[config.mk]
export PLATFORM = sky130hd
export DESIGN_NAME = hmc_rf_access_arbiter
export DESIGN_NICKNAME = d
export VERILOG_FILES = /design/src/rtl/hmc_rf_arb_pkg.sv /design/src/rtl/hmc_rf_rr_arbiter.sv /design/src/rtl/hmc_rf_access_arbiter.sv
export SDC_FILE = /design/constraint.sdc
export NUM_CORES = 1
export LEC_CHECK = 0
export CAP_MARGIN = 20
export CORE_ASPECT_RATIO = 1.5
export CORE_MARGIN = 2
export CORE_UTILIZATION = 35
export CTS_CLUSTER_SIZE = 24
export DETAILED_ROUTE_END_ITERATION = 8
export DONT_BUFFER_PORTS = 1
export MAX_ROUTING_LAYER = met4
export PLACE_DENSITY_LB_ADDON = 0.25
export SLEW_MARGIN = 20
export SYNTH_ARGS = -nofsm -noshare
export SYNTH_HDL_FRONTEND = slang
export SYNTH_SLANG_ARGS = --single-unit
[constraint.sdc]
create_clock -name clk_hmc -period 19.5 [get_ports clk_hmc]
set_clock_uncertainty 0.05 [all_clocks]
set_input_delay 4.875 -clock clk_hmc [delete_from_list [all_inputs] [get_ports clk_hmc]]
set_output_delay 4.875 -clock clk_hmc [all_outputs]
set_load 0.05 [all_outputs]
[src/rtl/hmc_rf_arb_pkg.sv]
// rtl/hmc_rf_arb_pkg.sv - shared types, illegal-address masks and status struct for the RF access arbiter
package hmc_rf_arb_pkg;

    typedef enum logic [1:0] {
        IDLE  = 2'd0,
        ISSUE = 2'd1,
        WAIT  = 2'd2,
        RESP  = 2'd3
    } arb_state_t;

    // Bit n set means an access of that kind to RF address n is refused locally
    localparam logic [15:0] RF_WR_ILLEGAL_MASK = 16'h1EFB;
    localparam logic [15:0] RF_RD_ILLEGAL_MASK = 16'h0100;

    typedef struct packed {
        logic invalid;
        logic timeout;
    } rsp_status_t;

    // Addresses beyond the mask range are never refused here; the RF decides
    function automatic logic rf_addr_illegal(input logic write, input logic [31:0] addr);
        logic [15:0] mask;
        mask = write ? RF_WR_ILLEGAL_MASK : RF_RD_ILLEGAL_MASK;
        if (addr > 32'd15) begin
            return 1'b0;
        end
        return mask[addr[3:0]];
    endfunction

endpackage

[src/rtl/hmc_rf_rr_arbiter.sv]
// rtl/hmc_rf_rr_arbiter.sv - combinational round-robin picker, search starts one above rr_ptr
module hmc_rf_rr_arbiter #(
    parameter int NUM_REQ = 2,
    parameter int IDW     = 1
) (
    input  logic [NUM_REQ-1:0] req,
    input  logic [IDW-1:0]     rr_ptr,
    output logic [NUM_REQ-1:0] grant,
    output logic [IDW-1:0]     grant_idx,
    output logic               grant_valid
);

    logic [2*NUM_REQ-1:0] req_dbl;
    logic [NUM_REQ-1:0]   req_rot;
    int                   pos;

    // Rotate so bit 0 is the requester right after rr_ptr, then take the lowest set bit
    always_comb begin
        req_dbl     = {req, req} >> (int'(rr_ptr) + 1);
        req_rot     = req_dbl[NUM_REQ-1:0];
        grant       = '0;
        grant_idx   = '0;
        grant_valid = 1'b0;
        pos         = 0;
        for (int i = 0; i < NUM_REQ; i++) begin
            if (!grant_valid && req_rot[i]) begin
                grant_valid = 1'b1;
                pos         = int'(rr_ptr) + 1 + i;
                if (pos >= NUM_REQ) begin
                    pos = pos - NUM_REQ;
                end
                grant_idx = IDW'(pos);
                grant     = NUM_REQ'(1) << pos;
            end
        end
    end

endmodule

[src/rtl/hmc_rf_access_arbiter.sv]
// rtl/hmc_rf_access_arbiter.sv - shares one openHMC RF port among NUM_REQ requesters; optional RF_ADDR_PRECHECK_EN
module hmc_rf_access_arbiter #(
    parameter int NUM_REQ       = 2,
    parameter int HMC_RF_AWIDTH = 4,
    parameter int HMC_RF_WWIDTH = 64,
    parameter int HMC_RF_RWIDTH = 64,
    parameter int TIMEOUT_LOG   = 8,
    localparam int IDW          = (NUM_REQ > 1) ? $clog2(NUM_REQ) : 1
) (
    input  logic                               clk_hmc,
    input  logic                               res_hmc,
    input  logic [NUM_REQ-1:0]                 req_valid,
    output logic [NUM_REQ-1:0]                 req_ready,
    input  logic [NUM_REQ-1:0]                 req_write,
    input  logic [NUM_REQ*HMC_RF_AWIDTH-1:0]   req_address,
    input  logic [NUM_REQ*HMC_RF_WWIDTH-1:0]   req_wdata,
    output logic                               rsp_valid,
    input  logic                               rsp_ready,
    output logic [IDW-1:0]                     rsp_id,
    output logic [HMC_RF_RWIDTH-1:0]           rsp_rdata,
    output logic                               rsp_invalid,
    output logic                               rsp_timeout,
    output logic [HMC_RF_AWIDTH-1:0]           rf_address,
    output logic                               rf_read_en,
    output logic                               rf_write_en,
    output logic [HMC_RF_WWIDTH-1:0]           rf_write_data,
    input  logic [HMC_RF_RWIDTH-1:0]           rf_read_data,
    input  logic                               rf_access_complete,
    input  logic                               rf_invalid_address
);

    import hmc_rf_arb_pkg::*;

    // Last WAIT count value before expiry: the 2**TIMEOUT_LOG-1'th silent WAIT cycle ends the access
    localparam logic [TIMEOUT_LOG-1:0] TO_LAST = TIMEOUT_LOG'((2 ** TIMEOUT_LOG) - 2);

    arb_state_t                 state_q, state_d;
    logic [IDW-1:0]             rr_ptr_q, rr_ptr_d;
    logic [IDW-1:0]             id_q, id_d;
    logic                       wr_q, wr_d;
    logic [HMC_RF_AWIDTH-1:0]   addr_q, addr_d;
    logic [HMC_RF_WWIDTH-1:0]   wdata_q, wdata_d;
    logic [TIMEOUT_LOG-1:0]     cnt_q, cnt_d;
    logic                       rd_en_q, rd_en_d;
    logic                       wr_en_q, wr_en_d;
    logic                       rsp_valid_q, rsp_valid_d;
    logic [IDW-1:0]             rsp_id_q, rsp_id_d;
    logic [HMC_RF_RWIDTH-1:0]   rsp_rdata_q, rsp_rdata_d;
    rsp_status_t                rsp_st_q, rsp_st_d;

    logic [NUM_REQ-1:0]         grant;
    logic [IDW-1:0]             grant_idx;
    logic                       grant_valid;
    logic [HMC_RF_AWIDTH-1:0]   addr_arr  [NUM_REQ];
    logic [HMC_RF_WWIDTH-1:0]   wdata_arr [NUM_REQ];

    for (genvar g = 0; g < NUM_REQ; g++) begin : g_unpack
        assign addr_arr[g]  = req_address[g*HMC_RF_AWIDTH +: HMC_RF_AWIDTH];
        assign wdata_arr[g] = req_wdata[g*HMC_RF_WWIDTH +: HMC_RF_WWIDTH];
    end

    hmc_rf_rr_arbiter #(
        .NUM_REQ (NUM_REQ),
        .IDW     (IDW)
    ) u_rr (
        .req         (req_valid),
        .rr_ptr      (rr_ptr_q),
        .grant       (grant),
        .grant_idx   (grant_idx),
        .grant_valid (grant_valid)
    );

    // Accept is offered only in IDLE and is forced low while reset is asserted
    assign req_ready     = (state_q == IDLE && !res_hmc) ? grant : '0;
    assign rf_address    = addr_q;
    assign rf_write_data = wdata_q;
    assign rf_read_en    = rd_en_q;
    assign rf_write_en   = wr_en_q;
    assign rsp_valid     = rsp_valid_q;
    assign rsp_id        = rsp_id_q;
    assign rsp_rdata     = rsp_rdata_q;
    assign rsp_invalid   = rsp_st_q.invalid;
    assign rsp_timeout   = rsp_st_q.timeout;

    // State and capture registers; reset abandons any access in flight
    always_ff @(posedge clk_hmc or posedge res_hmc) begin
        if (res_hmc) begin
            state_q     <= IDLE;
            rr_ptr_q    <= IDW'(NUM_REQ - 1);
            id_q        <= '0;
            wr_q        <= 1'b0;
            addr_q      <= '0;
            wdata_q     <= '0;
            cnt_q       <= '0;
            rd_en_q     <= 1'b0;
            wr_en_q     <= 1'b0;
            rsp_valid_q <= 1'b0;
            rsp_id_q    <= '0;
            rsp_rdata_q <= '0;
            rsp_st_q    <= '0;
        end else begin
            state_q     <= state_d;
            rr_ptr_q    <= rr_ptr_d;
            id_q        <= id_d;
            wr_q        <= wr_d;
            addr_q      <= addr_d;
            wdata_q     <= wdata_d;
            cnt_q       <= cnt_d;
            rd_en_q     <= rd_en_d;
            wr_en_q     <= wr_en_d;
            rsp_valid_q <= rsp_valid_d;
            rsp_id_q    <= rsp_id_d;
            rsp_rdata_q <= rsp_rdata_d;
            rsp_st_q    <= rsp_st_d;
        end
    end

    // Next-state: grant, one-cycle enable pulse, bounded wait, then hold the response
    always_comb begin
        state_d     = state_q;
        rr_ptr_d    = rr_ptr_q;
        id_d        = id_q;
        wr_d        = wr_q;
        addr_d      = addr_q;
        wdata_d     = wdata_q;
        cnt_d       = cnt_q;
        rd_en_d     = 1'b0;
        wr_en_d     = 1'b0;
        rsp_valid_d = rsp_valid_q;
        rsp_id_d    = rsp_id_q;
        rsp_rdata_d = rsp_rdata_q;
        rsp_st_d    = rsp_st_q;
        case (state_q)
            IDLE: begin
                if (grant_valid) begin
                    rr_ptr_d = grant_idx;
                    id_d     = grant_idx;
                    wr_d     = req_write[grant_idx];
                    addr_d   = addr_arr[grant_idx];
                    wdata_d  = wdata_arr[grant_idx];
`ifdef RF_ADDR_PRECHECK_EN
                    if (rf_addr_illegal(req_write[grant_idx], 32'(addr_arr[grant_idx]))) begin
                        state_d          = RESP;
                        rsp_valid_d      = 1'b1;
                        rsp_id_d         = grant_idx;
                        rsp_rdata_d      = '0;
                        rsp_st_d.invalid = 1'b1;
                        rsp_st_d.timeout = 1'b0;
                    end else
`endif
                    begin
                        state_d = ISSUE;
                        rd_en_d = !req_write[grant_idx];
                        wr_en_d = req_write[grant_idx];
                    end
                end
            end
            ISSUE: begin
                state_d = WAIT;
                cnt_d   = '0;
            end
            WAIT: begin
                cnt_d = cnt_q + TIMEOUT_LOG'(1);
                if (rf_access_complete) begin
                    state_d          = RESP;
                    rsp_valid_d      = 1'b1;
                    rsp_id_d         = id_q;
                    rsp_rdata_d      = wr_q ? '0 : rf_read_data;
                    rsp_st_d.invalid = rf_invalid_address;
                    rsp_st_d.timeout = 1'b0;
                end else if (cnt_q == TO_LAST) begin
                    state_d          = RESP;
                    rsp_valid_d      = 1'b1;
                    rsp_id_d         = id_q;
                    rsp_rdata_d      = '0;
                    rsp_st_d.invalid = 1'b0;
                    rsp_st_d.timeout = 1'b1;
                end
            end
            RESP: begin
                if (rsp_ready) begin
                    state_d     = IDLE;
                    rsp_valid_d = 1'b0;
                    rsp_id_d    = '0;
                    rsp_rdata_d = '0;
                    rsp_st_d    = '0;
                end
            end
            default: state_d = IDLE;
        endcase
    end

endmodule

==> results of run 1 <==
synthesized netlist by cell type (all sizes together):
cell type  number
a2111o          1
a211o           1
a211oi          1
a21boi          2
a21o           67
a21oi           8
a22o           65
a2bb2oi         1
a31oi           1
a32o            2
and2b           1
and3            2
and4            1
buf            37
clkbuf          9
dfrtp         150
dfstp           1
ha              5
inv             9
mux2i          73
nand2          74
nand2b          2
nand3           7
nand4           1
nor2            2
nor2b           3
nor3            1
nor3b           2
nor4bb          1
o2111a          1
o211ai          3
o21ai          74
o2bb2ai         2
o31ai           1
or3             2
or3b            1
or4             1
cell families after synthesis:
family | count (synthesis) | synth area share [%]
adder cells (fa/ha/maj) | 5 | 0.896
flip-flops | 151 | 54.1
buffers and inverters | 55 | 4.70
AND/OR/NAND/NOR | 101 | 6.45
AO/OA/AOI/OAI | 230 | 23.4
multiplexers | 73 | 10.5
metal layers:
layer	track usage, %
met5	-
met1	17.4
met4	6.42
met3	7.06
met2	28.4
metrics by stage:
stage | hold WS, ns | instance area [µm²] | utilization [%]
2_1_floorplan | 0.423 | 6980 | -
3_3_place_gp | 0.485 | 7120 | 36.1
3_5_place_dp | 0.479 | 7120 | 36.1
4_1_cts | 0.493 | 7760 | 39.4
5_1_grt | 0.535 | 7790 | 39.5
==> results by group, run 1 <==
Synthesis
  – Synth cell types: 43
  – Post-synth top area share: 53.8%
  – Mapped Cells: 615
  – Syn. warnings: 0
  – Syn_nets: just over 800
  – Yosys reg bits: 151
  – Synth area leaders: dfrtp_1, mux2i_1, a22o_1
  – Area leader, netlist: dfrtp_1
  – Post-synthesis sequential area ratio: 54.1%
  – Synth Area per Inst: 11.4 µm²
  – Cell Area, Synth: 0.00698 mm²

CTS
  – TritonCTS Buffers: 17
  – Num Clock Sinks: ~150
  – CTS hold repair buffers: 0
  – Clock buffer depth: 2
  – Post-cts resize count: 0
  – Post-CTS Setup Bufs: 0
  – CTS H-tree lvls: 4
  – Root buf cell: clkbuf_16

Floorplanning
  – Row cnt: 63
  – Die span in x: between 100 and 150 µm
  – Die Ht: 177 µm
  – Initial core utilization: between 30% and 40%
  – # IOs: about 350

Global routing
  – Overflow after GRT: 0
  – GRT Overall Usage: 16.8%
  – Pin count of the biggest net entering global routing: 108
  – Global-route wire length before repair: 26.3 mm
  – Initial antenna violation count: 0
  – Vias in the first global route: 4804

Placed design
  – Setup slack at placement: between 8 and 9 ns
  – GPL Wtd Cong: 0.817
  – Hpwl dp: 13.0 mm
  – Number of buffers added on ports: 0
  – Post-Place Cells: approximately 840

Run status
  – Status: did not finish
  – Last stage: detailed routing
  – Log Error: [ERROR DRT-0255] Maze Route cannot find path of net rsp_rdata[36] in worker of routeBox ( 96600 48300 ) ( 119320 96600 ).
==> run 2: changes to the inputs <==
--- a/config.mk
+++ b/config.mk
@@ -6,14 +6,11 @@
 export NUM_CORES = 1
 export LEC_CHECK = 0
 export CAP_MARGIN = 20
-export CORE_ASPECT_RATIO = 1.5
 export CORE_MARGIN = 2
-export CORE_UTILIZATION = 35
-export CTS_CLUSTER_SIZE = 24
+export CORE_UTILIZATION = 20
 export DETAILED_ROUTE_END_ITERATION = 8
 export DONT_BUFFER_PORTS = 1
-export MAX_ROUTING_LAYER = met4
-export PLACE_DENSITY_LB_ADDON = 0.25
+export PLACE_DENSITY_LB_ADDON = 0.15
 export SLEW_MARGIN = 20
 export SYNTH_ARGS = -nofsm -noshare
 export SYNTH_HDL_FRONTEND = slang
==> results by group, run 2 <==
Run status
  – Status: complete, no violations

Global routing
  – Overflow after GRT: 0
  – Global-route wire length before repair: 29.4 mm
  – Vias in the first global route: between 4k and 5k
  – Initial antenna violation count: 1
  – Pin count of the biggest net entering global routing: 106
  – GRT Overall Usage: 11.0%

Timing
  – Unrepaired setup endpoints after global routing: no
  – Max Slew Vio Count: 0
  – Setup TNS: 0 ns
  – Fmax: roughly 89 MHz
  – Final Setup Violations: 0
  – Worst slew pin tran: approximately 1.1 ns
  – Tmin final: 11.28 ns
  – Max-slew headroom: a little over a quarter
  – Fin. Hold Viols: 0
  – Tcrit/Tclk final: roughly 58%

Critical path
  – Critical Path, Cell by Cell: a21boi_4, and3_1
  – Max stage delay on crit path: 0.82 ns
  – Crit path max-delay family: compound AO/OA/AOI/OAI gates
  – CP startpoint kind: input pin
  – CP Buf/Inv Count: 0
  – Crit path DAT: 6.36 ns
  – Crit path required time: 14.58 ns
  – Path type of the worst setup path: in -> out
  – CP max stage cell: a21boi_4
  – Worst setup EP type: output port
  – CP Max Fanout: 22

Pwr
  – PD cells: 223 mW/mm²
  – Worst vdd ir: 0.0732 mV
  – Leakage Power: 0.00397 µW

Final layout
  – Commonest non-fill, non-tap cells in the layout: dfrtp_1, nand2_1, mux2i_1
  – Final non-filler cell total: 1064
  – Area growth, synth to finish: 13.5%
  – Filler Cells Inserted: 3686
  – Ratio of cells with drive above 1 in the final layout: 7.57%
  – Final instance area: 0.00792 mm²
  – Most common cell after layout, fill and taps aside: dfrtp_1
  – Final net count: 809

Synthesis
  – Count leader, synth: dfrtp_1
  – Synth cell types: 43
  – Yosys reg bits: between 150 and 200
  – Post-synthesis sequential area ratio: 54.1%
  – Async SR Flop Fraction: 100%
  – Synth cell count leaders: dfrtp_1, nand2_1, mux2i_1
  – Synth Area per Inst: 11.4 µm²
  – Synth Flop Type: dfrtp_1
  – Syn. warnings: 0
  – Mapped Cells: between 600 and 700
  – Post-synth EDFFs: 0
  – Syn_nets: 829
  – Post-synth top area share: 53.8%
  – Synth area leaders: dfrtp_1, mux2i_1, a22o_1
  – Cell Area, Synth: 0.00698 mm²
  – Area leader, netlist: dfrtp_1

Floorplanning
  – Row cnt: 68
  – Die Ht: 191 µm
  – Die span in x: 191 µm
  – Initial core utilization: 20.3%
  – Die footprint: 0.0364 mm²
  – # IOs: 349
  – Core Box Area: ~0.034 mm²

CTS
  – Post-CTS Setup Bufs: 0
  – TritonCTS Buffers: 17
  – Root buf cell: clkbuf_16
  – Clock latency at the later pin of the worst-skew pair: 0.44 ns
  – Num Clock Sinks: ~150
  – CTS H-tree lvls: 4
  – Clock buffer depth: 2
  – Reg clk slew, reported paths: 0.07 ns
  – CTS hold repair buffers: 0
  – CTS tree: done
  – Post-cts resize count: 0

Routing
  – Post-route ant nets: 0
  – Vias per cell: 4.54
  – DR vias: 4833
  – Routed len/inst: 19.4 µm
  – 1st-pass router iterations: 4
  – Routed wire length: 20.6 mm
  – Initial DRC Count: around 190
  – Drc violations: 0

Placed design
  – GPL Wtd Cong: 0.732
  – Post-Place Cells: 1031
  – Placed cell area: 0.00736 mm²
  – Hpwl dp: 14.8 mm
  – Number of buffers added on ports: 0

Min path
  – Type of the worst min-delay path: reg -> reg

Job
  – Number of max-cap violations: 0
## run 2: cell counts after synthesis
Identical to the previous run, type by type.
## run 2: cell families after synthesis
kind of cell / synth area share, %
AND/OR/NAND/NOR: 6.45
flip-flops: 54.1
adder cells (fa/ha/maj): 0.896
AO/OA/AOI/OAI: 23.4
buffers and inverters: 4.70
multiplexers: 10.5
## run 2: routing by layer
layer | global-route usage, % | part of all wire (%)
met5 | 0 | 0
met2 | 17.8 | 48
met1 | 13.0 | 41
met3 | 4.47 | 9.6
met4 | 3.97 | 1.3
## run 2: report_power, final
part / switching (µW) / internal (µW)
sequential: 604 / 446
combinational: 223 / 174
clock: 139 / 176
total: 967 / 796
## run 2: final cells by class
cell class                 instances  area [µm²]  share of cell area (%)
sequential                       151        3780                    47.7
multi-input combinational        409        2920                    36.9
tap                              455         569                    7.19
clock buffer                      22         484                    6.11
clock inverter                    10        70.1                   0.885
timing repair buffer               7        52.6                   0.663
inverter                           9        38.8                   0.490
antenna                            1        2.50                  0.0316
## run 2: path summary, 6_finish.rpt
kind | startpoint | to | slack, ns | cells past startpoint
worst min-delay path | rr_ptr_q | rr_ptr_q | 0.51 | 2
min in group asynchronous | res_hmc | rf_write_data[50] | 4.27 | 1
worst max register to register | rr_ptr_q | wr_q | 16.56 | 4
max in group asynchronous | res_hmc | rsp_rdata[21] | 13.89 | 2
worst max-delay path | req_valid[1] | req_ready[1] | 8.22 | 2
worst min register to register | rr_ptr_q | rr_ptr_q | 0.51 | 2
## run 2: stage by stage
step                total power, µW  worst slack [ns]  hold WS [ns]  util [%]
finish                         1760              8.22         0.508      23.0
global route                   1860              8.13         0.533      23.0
CTS                            1790              8.15         0.506      23.0
detailed placement             1470              8.15         0.494      21.4
global placement               1450              8.18         0.497      21.4
floorplan                      1350              5.70         0.423         -
No activity file was read; power rests on OpenSTA's default activity.
==> run 3: changes to the inputs <==
==> constraint.sdc (replaced) <==
create_clock -name clk_hmc -period 11.8 [get_ports clk_hmc]
set_clock_uncertainty 0.05 [all_clocks]
set_input_delay 2.95 -clock clk_hmc [delete_from_list [all_inputs] [get_ports clk_hmc]]
set_output_delay 2.95 -clock clk_hmc [all_outputs]
set_load 0.05 [all_outputs]
==> results by group, run 3 (synthesis results as in run 2) <==
Pwr
  – Worst vdd ir: 0.110 mV
  – Leakage Power: 0.00399 µW
  – PD cells: ~370 mW/mm²

Routing
  – 1st-pass router iterations: 4
  – Post-route ant nets: 0
  – Routed len/inst: roughly 20 µm
  – DR vias: around 4.7k
  – Drc violations: 0
  – Vias per cell: 4.47
  – Routed wire length: 20.7 mm
  – Initial DRC Count: 125

Critical path
  – Worst setup EP type: output port
  – CP Buf/Inv Count: 0
  – Crit path DAT: 4.29 ns
  – Crit path max-delay family: compound AO/OA/AOI/OAI gates
  – Path type of the worst setup path: in -> out
  – CP startpoint kind: input pin
  – Crit path required time: 8.80 ns
  – Max stage delay on crit path: 0.72 ns
  – CP Max Fanout: 19
  – CP max stage cell: a21boi_4
  – Critical Path, Cell by Cell: a21boi_4, and3_1

Floorplanning
  – Core Box Area: around 0.034 mm²
  – Initial core utilization: 20.3%
  – # IOs: 349
  – Die footprint: 0.0364 mm²
  – Die span in x: 191 µm
  – Row cnt: 68
  – Die Ht: 191 µm

CTS
  – CTS hold repair buffers: 0
  – Post-CTS Setup Bufs: 0
  – Reg clk slew, reported paths: 0.06 ns
  – CTS tree: done
  – CTS H-tree lvls: 4
  – Root buf cell: clkbuf_16
  – Clock latency at the later pin of the worst-skew pair: 0.43 ns
  – Num Clock Sinks: 151
  – Post-cts resize count: 0
  – TritonCTS Buffers: 17
  – Clock buffer depth: 2

Final layout
  – Final net count: 809
  – Commonest non-fill, non-tap cells in the layout: dfrtp_1, nand2_1, mux2i_1
  – Ratio of cells with drive above 1 in the final layout: under 10%
  – Most common cell after layout, fill and taps aside: dfrtp_1
  – Final instance area: 0.00795 mm²
  – N_diodes: 0
  – Area growth, synth to finish: 13.9%

Placed design
  – GPL Wtd Cong: about 0.73
  – Hpwl dp: approximately 15 mm
  – Number of buffers added on ports: 0
  – Placed cell area: 0.00736 mm²

Global routing
  – Initial antenna violation count: 0
  – Global-route wire length before repair: 29.6 mm
  – Overflow after GRT: 0
  – Pin count of the biggest net entering global routing: slightly above 100
  – GRT Overall Usage: 11.0%
  – Vias in the first global route: approximately 4.9k

Timing
  – Unrepaired setup endpoints after global routing: no
  – Max Slew Vio Count: 0
  – Setup TNS: 0 ns
  – Final Setup Violations: 0
  – Max-slew headroom: 36.2%
  – Worst slew pin tran: 0.957 ns
  – Tmin final: 7.29 ns
  – Fin. Hold Viols: 0
  – Tcrit/Tclk final: 61.8%
  – Fmax: 137 MHz

Run status
  – Status: complete, no violations

Min path
  – Type of the worst min-delay path: reg -> reg

Job
  – Number of max-cap violations: 0
[run 3: changes by cell type in the layout (fill, tap and decap cells not counted)]
cell,change
diode_2,-1
inv_6,-1
clkinvlp_4,-4
clkbuf_8,-2
clkinv_2,+1
clkbuf_1,+1
bufinv_16,+3
[run 3: worst paths after layout]
check / from / endpoint / slack [ns] / cells past startpoint
max: req_valid[1] / req_ready[1] / 4.51 / 2
min: rr_ptr_q / rr_ptr_q / 0.51 / 2
max reg2reg: rr_ptr_q / wr_q / 9.00 / 4
min reg2reg: rr_ptr_q / rr_ptr_q / 0.51 / 2
max in group asynchronous: res_hmc / rsp_rdata[13] / 7.59 / 3
min in group asynchronous: res_hmc / rf_write_data[47] / 2.38 / 1
[run 3: cell type report]
class	instances	area [µm²]
flip-flops and latches	151	3780
clock buffers	21	460
clock inverters	9	126
inverters	9	38.8
well taps	455	569
multi-input cells	409	2920
repair buffers	7	52.6
fillers	3685	26500
[run 3: routing by layer]
layer / global-route usage, % / wire, µm / vias to the layer above / share of wire, %
li1: - / - / 2200 / -
met1: 12.8 / 8400 / 2258 / 41
met2: 18.5 / 10100 / 265 / 49
met3: 3.83 / 1850 / 19 / 8.9
met4: 4.38 / 334 / 0 / 1.6
met5: 0 / 0 / - / 0
[run 3: power breakdown]
| part | switching, µW | leakage, µW | internal [µW] |
|---|---|---|---|
| logic | 365 | 0.00175 | 287 |
| clock network | 219 | 0.000289 | 340 |
| registers | 998 | 0.00195 | 738 |
| total | 1580 | 0.00399 | 1360 |
[run 3: per-stage QoR]
stage / util, % / cells / hold slack, ns / worst slack (ns) / power, µW
global route: 23.1 / 1061 / 0.524 / 4.42 / 3110
floorplan: - / 615 / 0.423 / 1.85 / 2230
finish: 23.1 / 1061 / 0.510 / 4.51 / 2950
detailed placement: 21.4 / 1031 / 0.502 / 4.45 / 2420
global placement: 21.4 / 1031 / 0.498 / 4.51 / 2400
CTS: 23.1 / 1061 / 0.512 / 4.46 / 3000
[run 3: worst reg2reg max path, stage by stage, from the launching register on]
cell,delay (ns)
dfstp_2,0.39
a21boi_4,0.74
buf_4,0.83
mux2i_1,0.51
mux2i_1,0.12
==> run 4: changes to the inputs <==
==> constraint.sdc (replaced) <==
create_clock -name clk_hmc -period 6.55 [get_ports clk_hmc]
set_clock_uncertainty 0.05 [all_clocks]
set_input_delay 1.6375 -clock clk_hmc [delete_from_list [all_inputs] [get_ports clk_hmc]]
set_output_delay 1.6375 -clock clk_hmc [all_outputs]
set_load 0.05 [all_outputs]
==> results by group, run 4 (synthesis results as in run 2) <==
Pwr
  – PD cells: 657 mW/mm²
  – Leakage Power: 0.00396 µW
  – Worst vdd ir: 0.231 mV

Placed design
  – Post-Place Cells: 1032
  – GPL Wtd Cong: 0.725
  – Placed cell area: 0.00737 mm²
  – Setup slack at placement: 1.86 ns
  – Number of buffers added on ports: 0
  – Hpwl dp: 14.7 mm

Floorplanning
  – # IOs: 349
  – Die span in x: 191 µm
  – Die footprint: around 0.036 mm²
  – Die Ht: 191 µm
  – Row cnt: 68
  – Initial core utilization: approximately a fifth
  – Core Box Area: around 0.034 mm²

Final layout
  – Filler Cells Inserted: 3715
  – Final non-filler cell total: 1064
  – Final instance area: 0.00789 mm²
  – Most common cell after layout, fill and taps aside: dfrtp_1
  – Area growth, synth to finish: 13.0%
  – Register area: 0.00378 mm²
  – Util after Layout: 22.9%
  – Combined area of the multi-input logic cells: 0.00292 mm²
  – Commonest non-fill, non-tap cells in the layout: dfrtp_1, nand2_1, mux2i_1
  – Ratio of cells with drive above 1 in the final layout: 7.24%
  – Final net count: 810

Timing
  – Final Setup Violations: 0
  – Worst slew pin tran: 0.850 ns
  – Setup TNS: 0 ns
  – Max Slew Vio Count: 0
  – Fmax: 218 MHz
  – Tmin final: about 4.6 ns
  – Max-slew headroom: 43.3%
  – Fin. Hold Viols: 0
  – Unrepaired setup endpoints after global routing: no
  – Tcrit/Tclk final: 69.9%
  – Fin worst setup slack: 1.97 ns

Critical path
  – Worst setup EP type: output port
  – CP startpoint kind: input pin
  – CP Buf/Inv Count: 1
  – Max stage delay on crit path: slightly above 0.6 ns
  – CP max stage cell: clkinvlp_4
  – Path type of the worst setup path: in -> out
  – Crit path max-delay family: buffers and inverters
  – Crit path required time: 4.86 ns
  – Crit path DAT: a little under 3 ns
  – CP Max Fanout: 35
  – Critical Path, Cell by Cell: clkinvlp_4, o2111a_1

CTS
  – Reg clk slew, reported paths: 0.06 ns
  – Num Clock Sinks: 151
  – CTS H-tree lvls: 4
  – CTS hold repair buffers: 0
  – Clock latency at the later pin of the worst-skew pair: 0.43 ns
  – Post-cts resize count: 0
  – CTS tree: done
  – TritonCTS Buffers: 17
  – Post-CTS Setup Bufs: 0
  – Clock buffer depth: 2
  – Root buf cell: clkbuf_16

Routing
  – 1st-pass router iterations: 6
  – Vias per cell: 4.43
  – Drc violations: 0
  – Routed wire length: approximately 20 mm
  – Initial DRC Count: 122
  – Routed len/inst: 19.2 µm
  – Post-route ant nets: 0
  – DR vias: about 4.7k

Global routing
  – Initial antenna violation count: 2
  – Vias in the first global route: 5015
  – GRT Overall Usage: between 10% and 20%
  – Pin count of the biggest net entering global routing: 93
  – Global-route wire length before repair: 29.9 mm
  – Overflow after GRT: 0

Job
  – Number of max-cap violations: 0

Run status
  – Status: complete, no violations

Min path
  – Type of the worst min-delay path: reg -> reg
[run 4: cell types whose count changed in the layout (fill, tap and decap cells not counted), sizes merged]
cell,previous run,this run
clkinv,5,8
diode,0,1
clkinvlp,1,3
buf,7,8
clkbuf,21,20
bufinv,3,0
[run 4: layout make-up]
class	count	area share, %
inverters	9	0.476
multi-input cells	409	37.0
flip-flops and latches	151	47.9
diodes	1	0.0317
clock inverters	11	0.999
repair buffers	8	0.808
clock buffers	20	5.53
well taps	455	7.21
[run 4: per-layer routing]
layer	vias to the layer above	global-route usage (%)	part of all wire, %	wire (µm)
li1	2201	-	-	-
met4	2	5.69	3.0	614
met3	24	4.05	9.3	1910
met1	2232	12.8	40	8160
met5	-	0	0.064	13
met2	256	17.6	48	9750
[run 4: stage by stage]
step / hold slack (ns) / total power, µW
2_1_floorplan: 0.423 / 4020
3_3_place_gp: 0.467 / 4320
3_5_place_dp: 0.469 / 4360
4_1_cts: 0.484 / 5280
5_1_grt: 0.545 / 5490
6_report: 0.474 / 5180
[run 4: path summary, 6_finish.rpt]
path	to	start	slack [ns]	cells past startpoint
min in group asynchronous	cnt_q[5]	res_hmc	1.17	1
worst max-delay path	req_ready[0]	res_hmc	1.97	2
worst max register to register	rsp_rdata[60]	state_q[0]	3.98	6
worst min-delay path	id_q	id_q	0.47	1
worst min register to register	id_q	id_q	0.47	1
max in group asynchronous	rsp_rdata[8]	res_hmc	3.98	2
[run 4: power by group]
group	internal [µW]	total, µW	leakage [µW]	switching (µW)
logic	520	1170	0.00175	645
clock network	482	887	0.000250	404
registers	1330	3130	0.00195	1800
